## src/rtl/addsub_rr_scheduler.sv

```systemverilog
// ---------------------------------------------------------------------------
// addsub_rr_scheduler
//   Time-shares one external combinational WIDTH-bit adder/subtractor between
//   NREQ requesters. Requesters are granted round-robin. Only one operation
//   is in flight at a time. The scheduler drives the shared datapath operands,
//   registers the datapath result, and returns it to the owning requester
//   over a valid/ready response channel.
//
// Ports
//   i_clk          rising-edge clock
//   i_rst_n        synchronous active-low reset
//   i_req_valid    [NREQ]        per-requester operation valid
//   o_req_ready    [NREQ]        per-requester accept, at most one bit high
//   i_req_a        [NREQ*WIDTH]  operand A, requester i at [i*WIDTH +: WIDTH]
//   i_req_b        [NREQ*WIDTH]  operand B, same packing
//   i_req_op       [NREQ]        0 = A+B, 1 = A-B
//   o_resp_valid   [NREQ]        result valid, one-hot to the owner
//   i_resp_ready   [NREQ]        per-requester result accept
//   o_resp_sum     [WIDTH]       registered result
//   o_resp_carry                 registered carry-out
//   o_dp_a         [WIDTH]       shared datapath operand a
//   o_dp_b         [WIDTH]       shared datapath operand b (datapath applies b^en)
//   o_dp_en                      shared datapath subtract enable
//   i_dp_sum       [WIDTH]       shared datapath sum
//   i_dp_carry                   shared datapath carry
// ---------------------------------------------------------------------------
module addsub_rr_scheduler #(
    parameter int NREQ  = 2,
    parameter int WIDTH = 4
) (
    input  logic                    i_clk,
    input  logic                    i_rst_n,
    input  logic [NREQ-1:0]         i_req_valid,
    output logic [NREQ-1:0]         o_req_ready,
    input  logic [NREQ*WIDTH-1:0]   i_req_a,
    input  logic [NREQ*WIDTH-1:0]   i_req_b,
    input  logic [NREQ-1:0]         i_req_op,
    output logic [NREQ-1:0]         o_resp_valid,
    input  logic [NREQ-1:0]         i_resp_ready,
    output logic [WIDTH-1:0]        o_resp_sum,
    output logic                    o_resp_carry,
    output logic [WIDTH-1:0]        o_dp_a,
    output logic [WIDTH-1:0]        o_dp_b,
    output logic                    o_dp_en,
    input  logic [WIDTH-1:0]        i_dp_sum,
    input  logic                    i_dp_carry
);

    localparam int PTRW = (NREQ > 1) ? $clog2(NREQ) : 1;

    typedef enum logic [1:0] {
        ST_IDLE = 2'd0,
        ST_EXEC = 2'd1,
        ST_RESP = 2'd2
    } state_t;

    state_t              r_state;
    state_t              w_state_nxt;
    logic [PTRW-1:0]     r_ptr;
    logic [PTRW-1:0]     r_owner;
    logic [NREQ-1:0]     r_resp_valid;
    logic [WIDTH-1:0]    r_resp_sum;
    logic                r_resp_carry;
    logic [WIDTH-1:0]    r_dp_a;
    logic [WIDTH-1:0]    r_dp_b;
    logic                r_dp_en;

    logic                w_found;
    logic [PTRW-1:0]     w_grant_idx;
    logic [NREQ-1:0]     w_req_ready;
    logic [WIDTH-1:0]    w_sel_a;
    logic [WIDTH-1:0]    w_sel_b;
    logic                w_sel_op;

    // (p + k) mod NREQ for p < NREQ and 1 <= k <= NREQ; one subtraction suffices.
    function automatic logic [PTRW-1:0] wrap_idx(input logic [PTRW-1:0] p, input int k);
        int s;
        s = int'(p) + k;
        if (s >= NREQ) begin
            s = s - NREQ;
        end else begin
            s = s;
        end
        return PTRW'(s);
    endfunction

    // Round-robin search: first valid requester after the last winner.
    always_comb begin
        w_found     = 1'b0;
        w_grant_idx = '0;
        for (int k = 1; k <= NREQ; k++) begin
            if (!w_found && i_req_valid[wrap_idx(r_ptr, k)]) begin
                w_found     = 1'b1;
                w_grant_idx = wrap_idx(r_ptr, k);
            end else begin
                w_found = w_found;
            end
        end
    end

    // Operand mux for the candidate winner.
    always_comb begin
        w_sel_a  = i_req_a[w_grant_idx*WIDTH +: WIDTH];
        w_sel_b  = i_req_b[w_grant_idx*WIDTH +: WIDTH];
        w_sel_op = i_req_op[w_grant_idx];
    end

    // Next-state and combinational accept; accept is suppressed while in reset.
    always_comb begin
        w_state_nxt = r_state;
        w_req_ready = '0;
        case (r_state)
            ST_IDLE: begin
                if (w_found && i_rst_n) begin
                    w_req_ready[w_grant_idx] = 1'b1;
                    w_state_nxt              = ST_EXEC;
                end else begin
                    w_state_nxt = ST_IDLE;
                end
            end
            ST_EXEC: begin
                w_state_nxt = ST_RESP;
            end
            ST_RESP: begin
                if (i_resp_ready[r_owner]) begin
                    w_state_nxt = ST_IDLE;
                end else begin
                    w_state_nxt = ST_RESP;
                end
            end
            default: begin
                w_state_nxt = ST_IDLE;
            end
        endcase
    end

    // State, pointer, datapath operand and response registers.
    always_ff @(posedge i_clk) begin
        if (!i_rst_n) begin
            r_state      <= ST_IDLE;
            r_ptr        <= PTRW'(NREQ - 1);
            r_owner      <= '0;
            r_resp_valid <= '0;
            r_resp_sum   <= '0;
            r_resp_carry <= 1'b0;
            r_dp_a       <= '0;
            r_dp_b       <= '0;
            r_dp_en      <= 1'b0;
        end else begin
            r_state <= w_state_nxt;
            case (r_state)
                ST_IDLE: begin
                    if (w_found) begin
                        r_dp_a  <= w_sel_a;
                        r_dp_b  <= w_sel_b;
                        r_dp_en <= w_sel_op;
                        r_owner <= w_grant_idx;
                        r_ptr   <= w_grant_idx;
                    end else begin
                        r_ptr <= r_ptr;
                    end
                end
                ST_EXEC: begin
                    r_resp_sum   <= i_dp_sum;
                    r_resp_carry <= i_dp_carry;
                    r_resp_valid <= NREQ'(1'b1) << r_owner;
                end
                ST_RESP: begin
                    if (i_resp_ready[r_owner]) begin
                        r_resp_valid <= '0;
                    end else begin
                        r_resp_valid <= r_resp_valid;
                    end
                end
                default: begin
                    r_resp_valid <= '0;
                end
            endcase
        end
    end

    assign o_req_ready  = w_req_ready;
    assign o_resp_valid = r_resp_valid;
    assign o_resp_sum   = r_resp_sum;
    assign o_resp_carry = r_resp_carry;
    assign o_dp_a       = r_dp_a;
    assign o_dp_b       = r_dp_b;
    assign o_dp_en      = r_dp_en;

endmodule

```

## config.mk

```make
export PLATFORM = sky130hd
export DESIGN_NAME = addsub_rr_scheduler
export DESIGN_NICKNAME = d
export VERILOG_FILES = /design/src/rtl/addsub_rr_scheduler.sv
export SDC_FILE = /design/constraint.sdc
export NUM_CORES = 1
export LEC_CHECK = 0
export CAP_MARGIN = 10
export CORE_AREA = 2 2 53 59
export DETAILED_ROUTE_END_ITERATION = 8
export DIE_AREA = 0 0 55 61
export PLACE_DENSITY_LB_ADDON = 0.05
export SYNTH_ARGS = -nofsm -noshare
export SYNTH_HDL_FRONTEND = slang
export SYNTH_SLANG_ARGS = --single-unit
```

## constraint.sdc

```tcl
create_clock -name i_clk -period 0.9 [get_ports i_clk]
set_input_delay 0.18 -clock i_clk [delete_from_list [all_inputs] [get_ports i_clk]]
set_output_delay 0.18 -clock i_clk [all_outputs]
set_load 0.02 [all_outputs]
```

==> metrics.md, run 1 <==
| Metric | Value |
|---|---|
| H-tree depth | 1 |
| Relative slew margins | 83.3% |
| Crit path kind | register to primary output |
| Setup TNS | -5.65 ns |
| WHS | between 0.4 and 0.5 ns |
| Synthesis-to-finish area growth | 101% |
| Deepest clock path buffer count | 2 |
| Core area | ~2800 um2 |
| Num ports | between 40 and 50 |
| Synthesized area | 927 um2 |
| Final Util | between 60% and 70% |
| Post-Syn Nets | 133 |
| WP data arrival | 1.21 ns |
| # DRC | 0 |
| DIE AREA | 3360 um2 |
| Vias in the first global route | 1026 |
| Failing checks | negative setup slack |
| Worst setup EP type | primary output |
| CTS Buf Count | 3 |
| Period utilization | 154% |
| Fmax | 721 MHz |
| Clk_lat worst skew | 0.30 ns |
| CTS tree | done |
| Ys Warns | 0 |
| Worst setup SP type | register |
| Final WS setup | -0.486 ns |
| Via/cell ratio | 5.00 |
| Slew Limit Fails | 0 |
| Detailed Route WL | 2880 um |
| Power Dens Cells | ~1600 nW/um2 |
| Tightest Pin Transition | 0.250 ns |
| Hold crit path type | primary input to register |
| GRT Total Usage | between 10% and 20% |
| DP Wirelength | 1930 um |
| CP max FO | 3 |
| Power Total | 2.94 mW |
| Routed len/inst | ~14 um |
| Net count, final | 205 |
| Flops & latches, synth | 20 |
| Site Rows | 20 |
| Clock-pin slew on the worst setup and hold paths | about 0.13 ns |
| Mean Syn Cell Area | 8.91 um2 |
| Setup Viol. Count Final | 37 |
| Grt total ovfl | 0 |
| Largest net degree at the start of global routing | 13 |
| Crit path to | o_req_ready[0] |
| Port bufs | 46 |
| Routed Antenna Nets | 0 |
| WP data required | 0.72 ns |
| Distinct cells, synth | 26 |
| RR Startpoint | r_state[1]$_SDFF_PN0_ |
| RSZ-0062 raised after global routing | yes |
| CTS Sinks | 20 |
| GP Congestion | 0.769 |
| Initial Utilization | 33.7% |
| Initial antenna violation count | 0 |
| Vias | about 1000 |
| Initial DRC count | 17 |
| DIE WIDTH | 55 um |
| Max VDD drop | roughly 1200 uV |
| Tmin final | 1.39 ns |
| Sequential-to-total area share from yosys stat | roughly 43% |
| CTS Hold Bufs | 0 |
| Critical Path Source | r_state[1]$_SDFF_PN0_ |
| Antenna Cells | 0 |
| CTS Root Cell | clkbuf_4 |
| Worst clock skew | 0.00561 ns |
| Final hold vios | 0 |
| Status | complete, but fails checks |
| Die H | 61 um |
| Critical R2R Capture | o_dp_a[1]$_SDFFE_PN0P_ |
| First-pass GRT wire length | 4240 um |
| Share of post-route cells with drive strength above 1 | 57.7% |
| Leak Pwr | about 0.76 nW |
| Reg2reg setup slack | -0.31 ns |
| R2R cell count | 5 |
| Syn Inst Count | about 100 |
| Maxcap violations | 0 |
| Drt pass-1 iters | 4 |
==> registers in the layout, indices dropped and copies added (netlist names) <==
name	flops
o_dp_b	4
o_dp_en	1
r_ptr	1
o_resp_carry	1
o_resp_valid	2
r_owner	1
o_resp_sum	4
r_state	2
o_dp_a	4
==> stage by stage <==
step / instances / setup WS, ns / instance area (um2)
2_1_floorplan: 104 / -0.129 / 958
3_3_place_gp: 197 / -0.986 / 1590
3_5_place_dp: 197 / -1.00 / 1590
4_1_cts: 208 / -0.492 / 1820
5_1_grt: 208 / -0.542 / 1860
6_report: 208 / -0.486 / 1860
==> worst min path at each step <==
stage,startpoint,end,slack (ns),cells after the start
6_report,i_req_valid[0],r_state[0]$_SDFF_PN0_,0.40,3
5_1_grt,i_dp_sum[3],o_resp_sum[3]$_SDFFE_PN0N_,0.42,3
4_1_cts,i_dp_sum[1],o_resp_sum[1]$_SDFFE_PN0N_,0.40,3
3_5_place_dp,o_resp_sum[3]$_SDFFE_PN0N_,o_resp_sum[3]$_SDFFE_PN0N_,0.45,2
3_3_place_gp,o_resp_sum[3]$_SDFFE_PN0N_,o_resp_sum[3]$_SDFFE_PN0N_,0.44,2
2_1_floorplan,i_rst_n,r_ptr$_SDFFE_PN1P_,0.26,1
==> layout make-up <==
class | count | area (um2)
well taps | 33 | 41.3
fillers | 234 | 890
flip-flops and latches | 20 | 428
repair buffers | 71 | 736
clock inverters | 1 | 30.0
multi-input cells | 79 | 602
inverters | 1 | 3.75
clock buffers | 3 | 22.5
==> report_power, final <==
part	internal, mW	switching [mW]
Clock	0.449	0.300
Sequential	0.996	0.0742
Combinational	0.635	0.485
Total	2.08	0.859
==> cells by family (layout without fill, tap and decap cells) <==
| logic type | count (synthesis) | count (layout) | share of synthesized area [%] |
|---|---|---|---|
| flip-flops | 20 | 20 | 43.2 |
| AO/OA/AOI/OAI | 36 | 36 | 31.7 |
| AND/OR/NAND/NOR | 42 | 43 | 21.1 |
| buffers and inverters | 6 | 76 | 4.05 |
==> what timing repair did <==
| action | 4_1_cts | 5_1_grt |
|---|---|---|
| resized for setup | 145 | 14 |
| pin swaps | 7 | 9 |
| hold endpoints to repair | 0 | 0 |
| setup endpoints to repair | 37 | 37 |
| cloned | 2 | 0 |
| buffers inserted | 5 | 2 |
==> routing by layer <==
| layer | share of wire (%) | track usage (%) | up-vias |
|---|---|---|---|
| met1 | 41 | 18.3 | 493 |
| li1 | - | - | 515 |
| met4 | 1.1 | 6.97 | 0 |
| met3 | 4.9 | 2.46 | 4 |
| met2 | 53 | 34.0 | 28 |
| met5 | 0 | 0 | - |
==> cell usage after synthesis <==
| cell type | n | area share [%] |
|---|---|---|
| nand2_1 | 29 | 12 |
| dfxtp_1 | 20 | 43 |
| a21oi_1 | 18 | 9.7 |
| a311oi_2 | 9 | 15 |
| and3_1 | 3 | 2.0 |
| buf_2 | 3 | 1.6 |
| and2_1 | 2 | 1.3 |
| o21ai_1 | 2 | 1.1 |
| a211o_1 | 1 | 0.94 |
| a211oi_1 | 1 | 0.81 |
| a21bo_1 | 1 | 1.1 |
| a21boi_1 | 1 | 0.81 |
| a21boi_2 | 1 | 1.2 |
| and2b_2 | 1 | 0.94 |
| buf_4 | 1 | 0.81 |
| buf_6 | 1 | 1.2 |
| inv_2 | 1 | 0.40 |
| nand2b_1 | 1 | 0.68 |
| nor2_1 | 1 | 0.40 |
| nor2_4 | 1 | 1.2 |
| nor2b_1 | 1 | 0.68 |
| nor3_1 | 1 | 0.54 |
| nor3b_1 | 1 | 0.81 |
| o21a_1 | 1 | 0.81 |
| o22ai_1 | 1 | 0.68 |
| or2_1 | 1 | 0.68 |
==> critical path: stages, from the launching register on <==
cell	delay, ns
dfxtp_4	0.38
nor2_4	0.10
and3_4	0.18
and2_4	0.13
buf_6	0.10
==> cell usage in the layout, fill, tap and decap left out, drive strengths merged, types with 2 or more instances in the layout <==
master and instances:
a21boi 2, a21oi 18, a311oi 9, and2 3
and3 3, buf 43, clkbuf 3, clkdlybuf4s50 26
dfxtp 20, dlygate4sd2 2, nand2 29, nor2 2
o21ai 2
Note: power is estimated with default switching activity, not from simulation.
==> run 2: changes to the inputs <==
--- a/config.mk
+++ b/config.mk
@@ -5,6 +5,7 @@
 export SDC_FILE = /design/constraint.sdc
 export NUM_CORES = 1
 export LEC_CHECK = 0
+export ABC_CLOCK_PERIOD_IN_PS = 1150
 export CAP_MARGIN = 10
 export CORE_AREA = 2 2 53 59
 export DETAILED_ROUTE_END_ITERATION = 8
==> constraint.sdc (replaced) <==
create_clock -name i_clk -period 1.15 [get_ports i_clk]
set_input_delay 0.23 -clock i_clk [delete_from_list [all_inputs] [get_ports i_clk]]
set_output_delay 0.23 -clock i_clk [all_outputs]
set_load 0.02 [all_outputs]
==> run 2 against run 1 <==
Effect of this change:
- the run still ends with negative setup slack left
- die area did not move
- count of clock-buffer cells in the layout rose by 1
- sequential share of layout area rose by 3.1 points
- utilization fell by 11 points
- largest cell class is now multi-input gates
==> metrics.md, run 2 (synthesis gave the netlist of run 1 again) <==
| Metric | Value |
|---|---|
| Status | complete, but fails checks |
| Failing checks | negative setup slack |
| Commonest non-fill, non-tap cell in the layout | nand2_1 |
| Initial DRC count | 7 |
| Setup TNS | -0.524 ns |
| Cell Area, Placed | 1530 um2 |
| Routed Antenna Nets | 0 |
| Routed len/inst | 12.2 um |
| Worst setup SP type | register |
| Post-route design area | 1550 um2 |
| RSZ-0062 raised after global routing | yes |
| Hold crit path type | primary input to register |
| Hold depth | 3 |
| Pint | 1.30 mW |
| Leak Pwr | 0.654 nW |
| Worst setup EP type | primary output |
| Dpl ws | -0.892 ns |
| Final hold vios | 0 |
| Share of post-route cells with drive strength above 1 | 38.6% |
| R2R cell count | 4 |
| CTS Root Cell | clkbuf_4 |
| Port bufs | 46 |
| Net count, final | 196 |
| Cell Count, Final, Fillers Out | 199 |
| Die H | between 60 and 70 um |
| Period utilization | 124% |
| GRT Total Usage | 15.2% |
| Detailed Route WL | 2430 um |
| Combinational power share | 35.4% |
| Largest net degree at the start of global routing | 15 |
| Placed insts | 192 |
| Synthesis-to-finish area growth | 67.3% |
| Tmin final | 1.42 ns |
| Maxcap violations | 0 |
| DIE AREA | 3360 um2 |
| Seq pwr share | ~43% |
| Final Util | a little under three fifths |
| CP max FO | 3 |
| Switching pwr | slightly below 0.6 mW |
| Switching Fraction | 30.9% |
| Final WS setup | -0.271 ns |
| Power Dens Cells | between 1000 and 1500 nW/um2 |
| Initial Utilization | 33.7% |
| Via/cell ratio | around 5.0 |
| Deepest clock path buffer count | 2 |
| Worst clock skew | 0.0120 ns |
| Max VDD drop | 552 uV |
| Clock-pin slew on the worst setup and hold paths | around 0.12 ns |
| Grt total ovfl | 0 |
| Relative slew margins | 84.9% |
| Setup Viol. Count Final | 2 |
| Commonest cells after routing, fill and taps aside | 29 x nand2_1, 26 x clkdlybuf4s50_1, 17 x dfxtp_1, 16 x a21oi_1, 16 x buf_2 |
| CTS tree | done |
| Vias in the first global route | ~900 |
| # DRC | 0 |
| Critical Path Source | r_state[0]$_SDFF_PN0_ |
| Power Total | 1.88 mW |
| WP data required | 0.92 ns |
| Clk_lat worst skew | slightly below 0.3 ns |
| CTS Buf Count | 3 |
| CTS Sinks | 20 |
| First-pass GRT wire length | about 3800 um |
| Tightest Pin Transition | 0.226 ns |
| Drt pass-1 iters | 3 |
| GP Congestion | 0.747 |
| WP data arrival | 1.19 ns |
| Core area | 2750 um2 |
| Worst min-delay path startpoint | i_req_valid[1] |
| Site Rows | 20 |
| CTS Hold Bufs | 0 |
| H-tree depth | 1 |
| Slew Limit Fails | 0 |
| Crit path kind | register to primary output |
| Num ports | 47 |
| Vias | 989 |
| DIE WIDTH | ~55 um |
| RR Startpoint | r_state[0]$_SDFF_PN0_ |
| Initial antenna violation count | 0 |
| Clock share of power | 21.7% |
| DP Wirelength | 1790 um |
| Antenna Cells | 0 |
| WHS | 0.397 ns |
| Fmax | around 700 MHz |
==> run 2: cell types whose count changed in the layout (fill, tap and decap cells not counted), sizes merged <==
cell    delta
bufinv     -1
buf        -9
clkbuf     +1
==> run 2: final cells by class <==
| type | count | area, um2 |
|---|---|---|
| fillers | 269 | 1200 |
| multi-input cells | 79 | 537 |
| repair buffers | 62 | 529 |
| flip-flops and latches | 20 | 404 |
| well taps | 33 | 41.3 |
| clock buffers | 4 | 36.3 |
| inverters | 1 | 3.75 |
==> run 2: critical path: stages, from the launching register on <==
cell     delay [ns]
dfxtp_2        0.35
nor2_4         0.12
and3_4         0.18
and2_4         0.13
buf_6          0.11
==> run 2: metal layers <==
metal | vias up | GRT usage [%] | wire, um
met4 | 0 | 4.53 | 15
met3 | 2 | 2.71 | 149
li1 | 498 | - | -
met2 | 28 | 26.9 | 1220
met1 | 461 | 18.6 | 1040
met5 | - | 0 | 0
==> run 2: power by group through the flow <==
stage          logic [mW]  clock network, mW  registers [mW]
2_1_floorplan       0.270                  0           0.896
5_1_grt             0.721              0.452           0.818
3_3_place_gp        0.659                  0           0.821
4_1_cts             0.664              0.425           0.810
6_report            0.666              0.409           0.807
3_5_place_dp        0.665                  0           0.822
==> run 2: worst paths after layout <==
| path | endpoint | slack [ns] |
|---|---|---|
| setup reg to reg | o_dp_b[2]$_SDFFE_PN0P_ | 0.02 |
| hold reg to reg | o_resp_sum[3]$_SDFFE_PN0N_ | 0.46 |
| hold / removal | r_ptr$_SDFFE_PN1P_ | 0.40 |
| setup / recovery | o_req_ready[0] | -0.27 |
==> run 2: timing repair <==
action                                  in CTS  in global routing
resized for setup                           72                 22
setup buffers                                2                  2
endpoints found under the hold margin        0                  0
pin swaps                                    3                  7
endpoints found under the setup margin      29                 25
gates cloned                                 1                  0
